## src/rtl/div_pkg.sv

```systemverilog
`default_nettype none
// ============================================================================
// Module  : div_pkg
// Brief   : Shared types and constants for the sequential restoring divider.
//           SEQ_DIVIDER_SIGNED_EN adds the FIXUP state for two's-complement mode.
// Revision: 1.0 - initial release
// ============================================================================
package div_pkg;

    localparam int          c_default_width = 8;
    localparam logic [63:0] c_dbz_quotient  = '1;

`ifdef SEQ_DIVIDER_SIGNED_EN
    typedef enum logic [1:0] {
        IDLE  = 2'd0,
        CALC  = 2'd1,
        DONE  = 2'd2,
        FIXUP = 2'd3
    } div_state_t;
`else
    typedef enum logic [1:0] {
        IDLE  = 2'd0,
        CALC  = 2'd1,
        DONE  = 2'd2
    } div_state_t;
`endif

endpackage
`default_nettype wire

```

## src/rtl/div_step.sv

```systemverilog
`default_nettype none
// ============================================================================
// Module  : div_step
// Brief   : One combinational radix-2 restoring step: shift, trial subtract,
//           select partial remainder and append the quotient bit.
// Revision: 1.0 - initial release
// ============================================================================
module div_step
    import div_pkg::*;
#(
    parameter int WIDTH = c_default_width
) (
    input  logic [WIDTH-1:0] i_rem,
    input  logic [WIDTH-1:0] i_shreg,
    input  logic [WIDTH-1:0] i_divisor,
    output logic [WIDTH-1:0] o_rem_next,
    output logic [WIDTH-1:0] o_shreg_next
);

    logic [WIDTH:0] w_shifted;
    logic [WIDTH:0] w_trial;

    // rem < divisor always holds, so the WIDTH+1 bit difference cannot overflow
    // and its MSB is a true sign bit.
    assign w_shifted    = {i_rem, i_shreg[WIDTH-1]};
    assign w_trial      = w_shifted - {1'b0, i_divisor};
    assign o_rem_next   = w_trial[WIDTH] ? w_shifted[WIDTH-1:0] : w_trial[WIDTH-1:0];
    assign o_shreg_next = {i_shreg[WIDTH-2:0], ~w_trial[WIDTH]};

endmodule
`default_nettype wire

```

## src/rtl/seq_divider.sv

```systemverilog
`default_nettype none
// ============================================================================
// Module  : seq_divider
// Brief   : Multi-cycle radix-2 restoring divider, one quotient bit per clock.
//           Define SEQ_DIVIDER_SIGNED_EN for two's-complement operands.
// Revision: 1.0 - initial release
// ============================================================================
module seq_divider
    import div_pkg::*;
#(
    parameter int WIDTH = c_default_width
) (
    input  logic             clk,
    input  logic             rst,
    input  logic             start,
    input  logic [WIDTH-1:0] dividend,
    input  logic [WIDTH-1:0] divisor,
    output logic             busy,
    output logic             done,
    output logic [WIDTH-1:0] quotient,
    output logic [WIDTH-1:0] remainder,
    output logic             div_by_zero
);

    localparam int              c_cnt_w = $clog2(WIDTH + 1);
    localparam logic [WIDTH-1:0] c_dbz_q = c_dbz_quotient[WIDTH-1:0];

    div_state_t         r_state;
    logic [c_cnt_w-1:0] r_count;
    logic [WIDTH-1:0]   r_rem;
    logic [WIDTH-1:0]   r_shreg;
    logic [WIDTH-1:0]   r_divisor;
    logic [WIDTH-1:0]   w_rem_next;
    logic [WIDTH-1:0]   w_shreg_next;
    logic [WIDTH-1:0]   w_dividend_mag;
    logic [WIDTH-1:0]   w_divisor_mag;

`ifdef SEQ_DIVIDER_SIGNED_EN
    logic r_q_neg;
    logic r_r_neg;

    assign w_dividend_mag = dividend[WIDTH-1] ? -dividend : dividend;
    assign w_divisor_mag  = divisor[WIDTH-1]  ? -divisor  : divisor;
`else
    assign w_dividend_mag = dividend;
    assign w_divisor_mag  = divisor;
`endif

    div_step #(
        .WIDTH        (WIDTH)
    ) u_div_step (
        .i_rem        (r_rem),
        .i_shreg      (r_shreg),
        .i_divisor    (r_divisor),
        .o_rem_next   (w_rem_next),
        .o_shreg_next (w_shreg_next)
    );

    always_ff @(posedge clk or posedge rst) begin
        if (rst) begin
            r_state     <= IDLE;
            r_count     <= '0;
            r_rem       <= '0;
            r_shreg     <= '0;
            r_divisor   <= '0;
            busy        <= 1'b0;
            done        <= 1'b0;
            quotient    <= '0;
            remainder   <= '0;
            div_by_zero <= 1'b0;
`ifdef SEQ_DIVIDER_SIGNED_EN
            r_q_neg     <= 1'b0;
            r_r_neg     <= 1'b0;
`endif
        end else begin
            case (r_state)
                IDLE, DONE: begin
                    done <= 1'b0;
                    if (start) begin
                        if (divisor == '0) begin
                            // Division by zero skips CALC and answers next cycle.
                            quotient    <= c_dbz_q;
                            remainder   <= dividend;
                            div_by_zero <= 1'b1;
                            done        <= 1'b1;
                            busy        <= 1'b0;
                            r_state     <= DONE;
                        end else begin
                            div_by_zero <= 1'b0;
                            busy        <= 1'b1;
                            r_count     <= c_cnt_w'(WIDTH);
                            r_rem       <= '0;
                            r_shreg     <= w_dividend_mag;
                            r_divisor   <= w_divisor_mag;
`ifdef SEQ_DIVIDER_SIGNED_EN
                            r_q_neg     <= dividend[WIDTH-1] ^ divisor[WIDTH-1];
                            r_r_neg     <= dividend[WIDTH-1];
`endif
                            r_state     <= CALC;
                        end
                    end else begin
                        r_state <= IDLE;
                    end
                end
                CALC: begin
                    r_rem   <= w_rem_next;
                    r_shreg <= w_shreg_next;
                    r_count <= r_count - c_cnt_w'(1);
                    if (r_count == c_cnt_w'(1)) begin
`ifdef SEQ_DIVIDER_SIGNED_EN
                        r_state   <= FIXUP;
`else
                        quotient  <= w_shreg_next;
                        remainder <= w_rem_next;
                        done      <= 1'b1;
                        busy      <= 1'b0;
                        r_state   <= DONE;
`endif
                    end
                end
`ifdef SEQ_DIVIDER_SIGNED_EN
                FIXUP: begin
                    // Truncation toward zero: remainder follows the dividend's sign.
                    quotient  <= r_q_neg ? -r_shreg : r_shreg;
                    remainder <= r_r_neg ? -r_rem   : r_rem;
                    done      <= 1'b1;
                    busy      <= 1'b0;
                    r_state   <= DONE;
                end
`endif
                default: begin
                    r_state <= IDLE;
                end
            endcase
        end
    end

endmodule
`default_nettype wire
```

## config.mk

```make
export PLATFORM = sky130hd
export DESIGN_NAME = seq_divider
export DESIGN_NICKNAME = d
export VERILOG_FILES = /design/src/rtl/div_pkg.sv /design/src/rtl/div_step.sv /design/src/rtl/seq_divider.sv
export SDC_FILE = /design/constraint.sdc
export NUM_CORES = 1
export LEC_CHECK = 0
export ABC_AREA = 1
export CAP_MARGIN = 20
export CORE_UTILIZATION = 42
export CTS_BUF_LIST = sky130_fd_sc_hd__clkbuf_4 sky130_fd_sc_hd__clkbuf_8
export DETAILED_ROUTE_END_ITERATION = 8
export MAX_ROUTING_LAYER = met4
export PLACE_DENSITY = 0.61
export SYNTH_ARGS = -nofsm -noshare
export SYNTH_HDL_FRONTEND = slang
export SYNTH_SLANG_ARGS = --single-unit
```

## constraint.sdc

```tcl
create_clock -name clk -period 3.85 [get_ports clk]
set_input_delay 0.77 -clock clk [delete_from_list [all_inputs] [get_ports clk]]
set_output_delay 0.77 -clock clk [all_outputs]
set_load 0.005 [all_outputs]
```

==> results.sh <==
export IMPL_max_stage_delay_ns=0.42
export IMPL_dpl_hpwl_um=4490
export IMPL_tightest_slew_ns=0.516
export IMPL_grt_use_total_pct=20.6
export IMPL_max_cap_viol_count=0
export IMPL_p_int_mw=1.69
export IMPL_synth_top_area_share_pct=45.2
export IMPL_start_util_pct=44.7
export IMPL_grt_pass1_wl_um=10200
export IMPL_port_buffers=37
export IMPL_startpoint_type="input port"
export IMPL_synth_edf_count=0
export IMPL_drt_pass1_iter_count=4
export IMPL_post_cts_buffers=0
export IMPL_drc_errors=0
export IMPL_cts_sinks=49
export IMPL_placed_cell_area_um2=3120
export IMPL_synthesis_area_um2=2710
export IMPL_drt_iter0_drc=131
export IMPL_ys_types=31
export IMPL_synth_area_leader_cell="dfrtp_1"
export IMPL_dieArea_um2=6780
export IMPL_fin_area_um2=3270
export IMPL_cts_tree="done"
export IMPL_die_h_um=82.3
export IMPL_clk_pin_slew_ns=0.09
export IMPL_pwr_share_clk_pct=14.4
export IMPL_globalplace_congestion=0.801
export IMPL_drive_gt1_share_pct=9.90
export IMPL_wl_um=5960
export IMPL_worst_path_max_delay_cell="clkdlybuf4s50_1"
export IMPL_hold_path_class="reg -> reg"
export IMPL_fillers=581
export IMPL_seqPwrFrac_pct=29.3
export IMPL_timing_fmax_mhz=427
export IMPL_timing_final_ws_setup_ns=1.51
export IMPL_grt_max_degree=50
export IMPL_cts_buffers=5
export IMPL_whs_ns=0.494
export IMPL_swShare_pct=43.4
export IMPL_worstSetupStartpoint="divisor[3]"
export IMPL_switchingPower_mw=1.30
export IMPL_ctsResizeCount=0
export IMPL_ir_drop_uv=424
export IMPL_end_kind="flop"
export IMPL_vias_per_cell=4.83
export IMPL_rsz0062_at_grt="no"
export IMPL_synthTopCellsByArea="dfrtp_1 45%, nand2_1 10%, inv_1 9.4%, nand3_1 7.2%, ha_1 4.6%"
export IMPL_antenna_cells=0
export IMPL_core_um2=6060
export IMPL_clk_latency_ns=0.31
export IMPL_grt_ovfl_total=0
export IMPL_yosys_register_bits=49
export IMPL_cp_cell_sequence="clkdlybuf4s50_1, nor2_1, nand3_1, nor2_2, nand2_1, nand2_2, inv_2, nor2_1, nand3_1, nand2_1, inv_1"
export IMPL_cp_data_required_time_ns=4.05
export IMPL_worstHoldStart="div_by_zero"
export IMPL_ys_seq_area_share_pct=45.2
export IMPL_htree_num_levels=2
export IMPL_ioPinCount=38
export IMPL_fin_tns_setup_ns=0
export IMPL_synthToLayoutAreaGrowth_pct=20.6
export IMPL_holdBufCountCts=0
export IMPL_nNetsFinal=413
export IMPL_synthArstFlopShare_pct=100
export IMPL_finalSetupViolations=0
export IMPL_final_common_cell="nand2_1"
export IMPL_clk_path_buf_depth=2
export IMPL_p_comb_share_pct=56.3
export IMPL_crit_arrival_ns=2.54
export IMPL_power_leakage_nw=1.70
export IMPL_dieWidth_um=82.3
export IMPL_finalMaxSlewViolations=0
export IMPL_ys_warn_count=0
export IMPL_ant_nets=0
export IMPL_mostFrequentLayoutCells="74 x nand2_1, 67 x inv_1, 49 x dfrtp_1, 39 x nand3_1, 37 x clkdlybuf4s50_1"
export IMPL_finalClockSkew_ns=0.0122
export IMPL_via_count=2219
export IMPL_grt_pass1_vias=2164
export IMPL_wire_per_inst_um=13.0
export IMPL_ys_flop_type="dfrtp_1"
export IMPL_synth_nets=376
export IMPL_num_rows=28
export IMPL_status="finished, final reports clean"
export IMPL_min_period_ns=2.34
export IMPL_netlist_instances=346
export IMPL_place_ws_ns=1.21
export IMPL_clockRootBuffer="clkbuf_8"
export IMPL_crit_type="in -> reg"
export IMPL_hold_viol=0
export IMPL_maxSlewHeadroom_pct=65.5
export IMPL_crit_fanout=20
export IMPL_rr_startpoint="r_shreg[7]"
export IMPL_antenna_found_initial=0
export IMPL_fin_crit_sh_pct=60.8
export IMPL_syn_area_per_cell_um2=7.83
export IMPL_power_density_nw_per_um2=915
## routing by layer
layer / up-vias / wire, um / global-route usage [%]
li1: 1148 / - / -
met1: 1029 / 2940 / 26.8
met2: 34 / 2740 / 33.0
met3: 8 / 210 / 3.30
met4: 0 / 72 / 6.32
met5: - / 0 / -
## critical path, delay by kind of cell
kind	cells	cell delay [ns]
AND/OR/NAND/NOR	8	1.14
buffers and inverters	3	0.62
## cell families after synthesis
group,share of synthesized area (%)
AO/OA/AOI/OAI,8.26
XOR/XNOR,1.62
adder cells (fa/ha/maj),5.36
buffers and inverters,12.1
flip-flops,45.2
AND/OR/NAND/NOR,27.4
## cells in the mapped netlist, types with 4 or more instances
library cell / number
a21oi_1: 8
dfrtp_1: 49
ha_1: 10
inv_1: 68
nand2_1: 74
nand2_2: 6
nand3_1: 39
nor2_1: 23
nor2_2: 4
o21ai_0: 18
o21ai_1: 6
or2_2: 8
## layout make-up
cell class,instances,area [um^2],area share [%]
multi-input cells,218,1150,35.3
flip-flops and latches,49,1230,37.5
clock buffers,5,68.8,2.10
clock inverters,3,65.1,1.99
well taps,75,93.8,2.87
inverters,70,263,8.04
repair buffers,39,398,12.2
## stage by stage
step | util [%] | std cells | power [mW]
3_5_place_dp | 51.4 | 450 | 2.57
4_1_cts | 53.6 | 458 | 3.02
2_1_floorplan | - | 346 | 2.11
3_3_place_gp | 51.4 | 450 | 2.54
5_1_grt | 53.9 | 459 | 3.30
6_report | 53.9 | 459 | 2.99
## sequential cells by signal, indices dropped and copies added, names as in the netlist
register and cells:
quotient 8, r_divisor 8, r_rem 8, r_shreg 8, remainder 8, r_count 4
r_state 2, busy 1, div_by_zero 1, done 1
## power groups by stage
stage | clock, mW | sequential, mW | combinational (mW)
floorplan | 0 | 0.864 | 1.25
global placement | 0 | 0.886 | 1.66
detailed placement | 0 | 0.888 | 1.68
CTS | 0.440 | 0.878 | 1.70
global route | 0.454 | 0.905 | 1.94
finish | 0.431 | 0.878 | 1.68
## worst paths after layout
kind | endpoint | slack, ns | depth (start not counted)
min | div_by_zero | 0.49 | 2
min in group asynchronous | div_by_zero | 0.71 | 2
max in group asynchronous | quotient[0] | 2.66 | 3
max | remainder[2] | 1.51 | 11
min reg2reg | div_by_zero | 0.49 | 2
max reg2reg | remainder[2] | 1.78 | 14
Power figures use the tool's default switching activity.
